==> src/rtl/cache_ctrl_nway.sv <==
// rtl/cache_ctrl_nway.sv - N-way cache controller FSM: hit service, dirty writeback, line fill, write-through
module cache_ctrl_nway #(
    parameter int WAYS          = 2,
    parameter int BEATS         = 4,
    parameter int WRITE_THROUGH = 0,
    localparam int BW           = (BEATS > 1) ? $clog2(BEATS) : 1
) (
    input  logic            clk,
    input  logic            rst,
    input  logic            mem_read,
    input  logic            mem_write,
    input  logic [3:0]      mem_byte_enable,
    output logic            mem_resp,
    input  logic            hit,
    input  logic [WAYS-1:0] hit_way,
    input  logic [WAYS-1:0] victim_way,
    input  logic            victim_dirty,
    output logic            array_read,
    output logic [WAYS-1:0] way_load,
    output logic            dirty_set,
    output logic            dirty_clr,
    output logic            lru_load,
    output logic            datawritemux_sel,
    output logic            pmemaddrmux_sel,
    output logic            fill_load,
    output logic [BW-1:0]   beat,
    output logic            pmem_read,
    output logic            pmem_write,
    input  logic            pmem_resp
);

    typedef enum logic [2:0] {
        S_CHECK   = 3'd0,
        S_WB      = 3'd1,
        S_FILL    = 3'd2,
        S_INSTALL = 3'd3,
        S_WT      = 3'd4
    } state_t;

    localparam logic [BW-1:0] LAST_BEAT = BW'(BEATS - 1);

    state_t          state_q, state_d;
    logic [BW-1:0]   beat_q, beat_d;
    logic [WAYS-1:0] vway_q, vway_d;

    logic req;
    logic wr_data;

    // Both read and write asserted is treated as a write.
    assign req     = mem_read | mem_write;
    assign wr_data = mem_write & (mem_byte_enable != 4'b0000);

    // State, beat counter and latched victim way; reset takes effect without a clock.
    always_ff @(posedge clk or posedge rst) begin
        if (rst) begin
            state_q <= S_CHECK;
            beat_q  <= '0;
            vway_q  <= '0;
        end else begin
            state_q <= state_d;
            beat_q  <= beat_d;
            vway_q  <= vway_d;
        end
    end

    // Next-state and output decode; reset masks every output back to the idle pattern.
    always_comb begin
        state_d          = state_q;
        beat_d           = beat_q;
        vway_d           = vway_q;
        mem_resp         = 1'b0;
        array_read       = 1'b1;
        way_load         = '0;
        dirty_set        = 1'b0;
        dirty_clr        = 1'b0;
        lru_load         = 1'b0;
        datawritemux_sel = 1'b0;
        pmemaddrmux_sel  = 1'b0;
        fill_load        = 1'b0;
        beat             = '0;
        pmem_read        = 1'b0;
        pmem_write       = 1'b0;

        if (!rst) begin
            case (state_q)
                S_CHECK: begin
                    if (req) begin
                        if (hit) begin
                            lru_load = 1'b1;
                            if (wr_data) begin
                                way_load         = hit_way;
                                datawritemux_sel = 1'b1;
                                if (WRITE_THROUGH != 0) begin
                                    state_d = S_WT;
                                end else begin
                                    mem_resp  = 1'b1;
                                    dirty_set = 1'b1;
                                end
                            end else begin
                                // Reads and empty-mask writes finish at once with no array write.
                                mem_resp = 1'b1;
                            end
                        end else begin
                            vway_d = victim_way;
                            beat_d = '0;
                            if (WRITE_THROUGH == 0 && victim_dirty)
                                state_d = S_WB;
                            else
                                state_d = S_FILL;
                        end
                    end
                end
                S_WB: begin
                    pmem_write      = 1'b1;
                    pmemaddrmux_sel = 1'b1;
                    beat            = beat_q;
                    if (pmem_resp) begin
                        if (beat_q == LAST_BEAT) begin
                            beat_d  = '0;
                            state_d = S_FILL;
                        end else begin
                            beat_d = beat_q + 1'b1;
                        end
                    end
                end
                S_FILL: begin
                    pmem_read = 1'b1;
                    fill_load = pmem_resp;
                    beat      = beat_q;
                    if (pmem_resp) begin
                        if (beat_q == LAST_BEAT) begin
                            beat_d  = '0;
                            state_d = S_INSTALL;
                        end else begin
                            beat_d = beat_q + 1'b1;
                        end
                    end
                end
                S_INSTALL: begin
                    // Write the filled line into the victim way; the retried request then hits.
                    way_load  = vway_q;
                    dirty_clr = 1'b1;
                    state_d   = S_CHECK;
                end
                S_WT: begin
                    pmem_write = 1'b1;
                    if (pmem_resp) begin
                        mem_resp = 1'b1;
                        state_d  = S_CHECK;
                    end
                end
                default: begin
                    state_d = S_CHECK;
                end
            endcase
        end
    end

endmodule

==> config.mk <==
export PLATFORM = sky130hd
export DESIGN_NAME = cache_ctrl_nway
export DESIGN_NICKNAME = d
export VERILOG_FILES = /design/src/rtl/cache_ctrl_nway.sv
export SDC_FILE = /design/constraint.sdc
export NUM_CORES = 1
export LEC_CHECK = 0
export ABC_CLOCK_PERIOD_IN_PS = 1700
export CELL_PAD_IN_SITES_DETAIL_PLACEMENT = 1
export CELL_PAD_IN_SITES_GLOBAL_PLACEMENT = 1
export CORE_MARGIN = 4
export CORE_UTILIZATION = 38
export CTS_CLUSTER_DIAMETER = 50
export DETAILED_ROUTE_END_ITERATION = 8
export DONT_BUFFER_PORTS = 1
export PLACE_DENSITY = 0.77
export SLEW_MARGIN = 20
export SYNTH_ARGS = -nofsm -noshare
export SYNTH_HDL_FRONTEND = slang
export SYNTH_SLANG_ARGS = --single-unit
==> constraint.sdc <==
create_clock -name clk -period 1.7 [get_ports clk]
set_clock_uncertainty 0.2 [all_clocks]
set_input_delay 0.17 -clock clk [delete_from_list [all_inputs] [get_ports clk]]
set_output_delay 0.17 -clock clk [all_outputs]
set_load 0.01 [all_outputs]
Yosys cells after proc, flatten, opt, wreduce, memory -nomap -nowiden
Index checks and enable logic that the tools add are counted.
Widths: inputs -> output; s select.
Storage, ports and cells
  flip-flop bits (word level): 7
  bits of input ports: 15
  logic and storage cells: 72
  output and inout port bits: 14
Operators by class
  bitwise operators: 4
  reduce and logical (&&, ||, !) cells: 8
  muxes and demuxes: 43
  add/subtract/negate cells: 1
  equal/unequal tests: 13
Operator list (number)
  $mux 2: 11
  $mux 1: 21
  $mux 3: 7
  $ne 2x2->1 const B: 7
  $pmux 3 s4: 1
  $pmux 2 s2: 2
  $reduce_and 8->1: 1
  $eq 3x2->1 const B: 2
  $reduce_and 5->1: 1
  $reduce_and 4->1: 1
  $reduce_bool 4->1: 1
  $reduce_or 2->1: 2
  $eq 3x1->1 const B: 1
  $eq 3x3->1 const B: 1
  $logic_not 3->1: 1
  $add 2x1->2 const B: 1
  $eq 2x2->1 const B: 1
  $ne 2x1->1 const B: 1
  $not 1->1: 2
  $pmux 1 s2: 1
  $reduce_bool 2->1: 1
  $and 1x1->1: 1
  $or 1x1->1: 1

Longest topological paths before layout
  depth after elaboration: 7
  depth in mapped cells: 5
  mapped depth without buffers: 5

Least setup slack after synthesis
OpenSTA, ideal clock, no wires.
  path kind: reg-to-output
  start: register state_q[1]
  end: output port mem_resp
  arrival: 1.486 ns
  required time: 1.330 ns
  buffers on the path: 1
  cell stages (with the launch flop): 5
  slack: -0.156 ns
  path through: dfrtp_1 inv_1 ha_1 nor4bb_1 buf_4
Between the ends
  cells in the longest elaborated chain, start to end: 3
  elaborated cells on any way between the ends: 4
  classes of those cells: 1 x eq/ne; 2 x mux; 1 x reduce/logical
RTL lines
  start, declared: RTL line 42  | state_t state_q, state_d;
  start signal, assigned: RTL line 60  | state_q <= state_d;
  $eq 3x3->1 / $logic_not 3->1 (equally long branches): RTL line 85  | case (state_q)
  $pmux 1 s2 (*): RTL line 85
  $mux 1 (*): RTL line 84  | if (!rst) begin
  end, declared: RTL line 13  | output logic mem_resp,
Every way passes the cells marked *; elsewhere a longest branch is shown, timed or not.

Final worst setup path
  start: register state_q[1]
  end: output port fill_load
Between the ends
  cells in the longest elaborated chain, start to end: 3
RTL lines
  $eq 3x2->1: RTL line 85
  $mux 1: RTL line 85
  $mux 1: RTL line 84
  end, declared: RTL line 25  | output logic fill_load,
No other way between the ends.

==> results.cfg <==
[drt]
dr_total_vias = 521
drc = 0
drt_iter0_drc = 2
top_layer = met3
wl_met2_mm = 1.09
dr_wl_met3_um = 104
wire_per_inst_um = 21.2
drt_wl_total_mm = 1.95
ant_nets = 0
drt-met1-wl_um = 755
dr.pass1.iters = 2
routed_via_density = 5.66

[timing]
setup_tns_ns = -0.557
setup_viol = 10
finalHoldViolCount = 6
timing.final.crit_share_pct = 106
rsz0062_at_grt = yes
fin_crit_ns = 1.79
worst_slack_ns = -0.0937
fmax_mhz = 558
fin_hold_ws_ns = -0.0361
drv_slew = 0

[final_layout]
final_common_cell = buf_4
fillers = 145
syn2layout_area_growth_pct = 48.6
register_area_um2 = 150
final_cells = 92
final_cell_mix = buf_4, dfrtp_1
multiInputGateArea_um2 = 494
antenna_cells = 0
fin_nets = 100
drive_above_1_share_pct = 57.1

[yosys]
ys_types = 30
synth_fp_nets = 82
synth-edff-count = 0
yosys_most_used_dff = dfrtp_1
syn_area_um2 = 584
ys_seq_area_share_pct = 25.7
synthAdderAreaFrac_pct = 12.8
yosysWarnings = 0
synth_mux_area_share_pct = 7.71
syn_area_per_cell_um2 = 9.58
synthCells = 61
synth_xor_area_share_pct = 0
synth_top_family_by_area = simple AND/OR/NAND/NOR gates
synth-compound-area-share_pct = 17.1
yosys.area_share.simple_pct = 25.5
synthArstFlopShare_pct = 100
ys_ff_latch = 6

[setup_path]
criticalPathCategory = flop to primary output
timing.rr.end = state_q[1]$_DFFE_PP0P_
path_max_fanout = 3
cp-end-kind = primary output
r2r_start = state_q[1]$_DFFE_PP0P_
r2r_setup_slack_ns = -0.09
crit_required_ns = 1.33
critPathArrivalTime_ns = 1.42
reg2regPathDepth = 5
start_kind = flop

[clock_tree]
cts_buffers = 3
root_buffer = clkbuf_4
clock-sinks = 6
htree_levels = 1
clkLatencyLatePin_ns = 0.26
cts_tree = yes
clockBufferDepth = 2
clk_pin_slew_ns = 0.05

[die]
row_count = 13
core-area_um2 = 1370
die_h_um = 47.2
dieArea_um2 = 2230
die_w_um = 47.2
initial_core_util_pct = 42.8
io_pins = 29

[place]
dp.final_hpwl_mm = 1.17
portBuffers = 0
place.gp.congestion = 0.787
placed_cells = 81

[grt]
grt_max_degree = 10
grt_pass1_wl_mm = 3.02
overflow = 0
grtUsageTotal_pct = 20.3
antenna_found_initial = 0
grt_pass1_vias = 659

[pwr]
peakVddDrop_uv = 997
finalPower_mw = 1.59
powerDensity_nw_per_um2 = 1830
p_leak_nw = 0.381

[run]
maxCapViolCount = 0

[run_status]
violations = negative hold slack, negative setup slack
outcome = finished, violations left

[hold_path]
min_path_type = input pin to async pin
## worst max-delay path by stage
stage	depth (start not counted)	slack (ns)	start	to
floorplan	4	-0.006	state_q[1]$_DFFE_PP0P_	vway_q[0]$_DFFE_PP0P_
finish	5	-0.09	state_q[1]$_DFFE_PP0P_	fill_load
global placement	5	-0.04	state_q[1]$_DFFE_PP0P_	state_q[1]$_DFFE_PP0P_
detailed placement	5	-0.08	state_q[1]$_DFFE_PP0P_	state_q[1]$_DFFE_PP0P_
CTS	5	-0.13	state_q[0]$_DFFE_PP0P_	way_load[1]
global route	5	-0.13	state_q[1]$_DFFE_PP0P_	fill_load
## state kept, by name, indices dropped and copies added, names as in the netlist
name / count
state_q: 2
beat_q: 2
vway_q: 2
## critical path, stage by stage, from the launching register on
cell,delay [ns]
dfrtp_1,0.39
buf_4,0.15
ha_1,0.19
buf_4,0.13
nor2b_2,0.16
and2_4,0.17
## power by group
group	switching (mW)	internal [mW]
sequential	0.0560	0.219
combinational	0.550	0.627
clock	0.0604	0.0805
total	0.667	0.926
## through the flow
step           utilization [%]  hold WS, ns  cell area (um2)  setup slack [ns]
2_1_floorplan                -      -0.0399              609          -0.00568
3_3_place_gp              48.9       -0.194              668           -0.0414
3_5_place_dp              48.9       -0.192              668           -0.0793
4_1_cts                   59.5       0.0411              813            -0.127
5_1_grt                   63.6      0.00229              868            -0.133
6_report                  63.6      -0.0361              868           -0.0937
## what timing repair did
action / 4_1_cts / 5_1_grt
pin swaps: 7 / 3
setup endpoints to repair: 14 / 17
endpoints found under the hold margin: 12 / 0
buffers inserted: 3 / 0
resized for setup: 14 / 12
hold buffers: 5 / 0
## layer usage
metal / global-route usage (%) / vias to the layer above
met5: 0 / -
met4: 8.29 / 0
met3: 7.28 / 0
met2: 35.2 / 11
met1: 22.3 / 262
li1: - / 248
## area by class of cell
| type | count | share of cell area (%) |
|---|---|---|
| clock buffer | 3 | 2.59 |
| inverter | 7 | 3.31 |
| multi-input combinational | 43 | 56.9 |
| sequential | 6 | 17.3 |
| tap | 15 | 2.16 |
| timing repair buffer | 18 | 17.7 |
## Yosys cell counts (all sizes together), types with 2 or more instances
master / n / share of area (%)
buf: 5 / 6.0
or3: 2 / 2.1
a211oi: 2 / 3.4
a32oi: 2 / 3.0
mux2: 4 / 7.7
nor3: 4 / 3.4
o221ai: 2 / 3.0
dfrtp: 6 / 26
inv: 7 / 4.5
and3: 2 / 2.4
nor2b: 3 / 3.2
ha: 6 / 13
nor2: 2 / 1.3
## cells by family after synthesis
logic type	count (synthesis)
and+or+nand+nor	21
adders and majority gates	6
AOI/OAI and AO/OA	11
buffers and inverters	12
DFF	6
muxes	4
other	1
No activity file was read; power rests on OpenSTA's default activity.
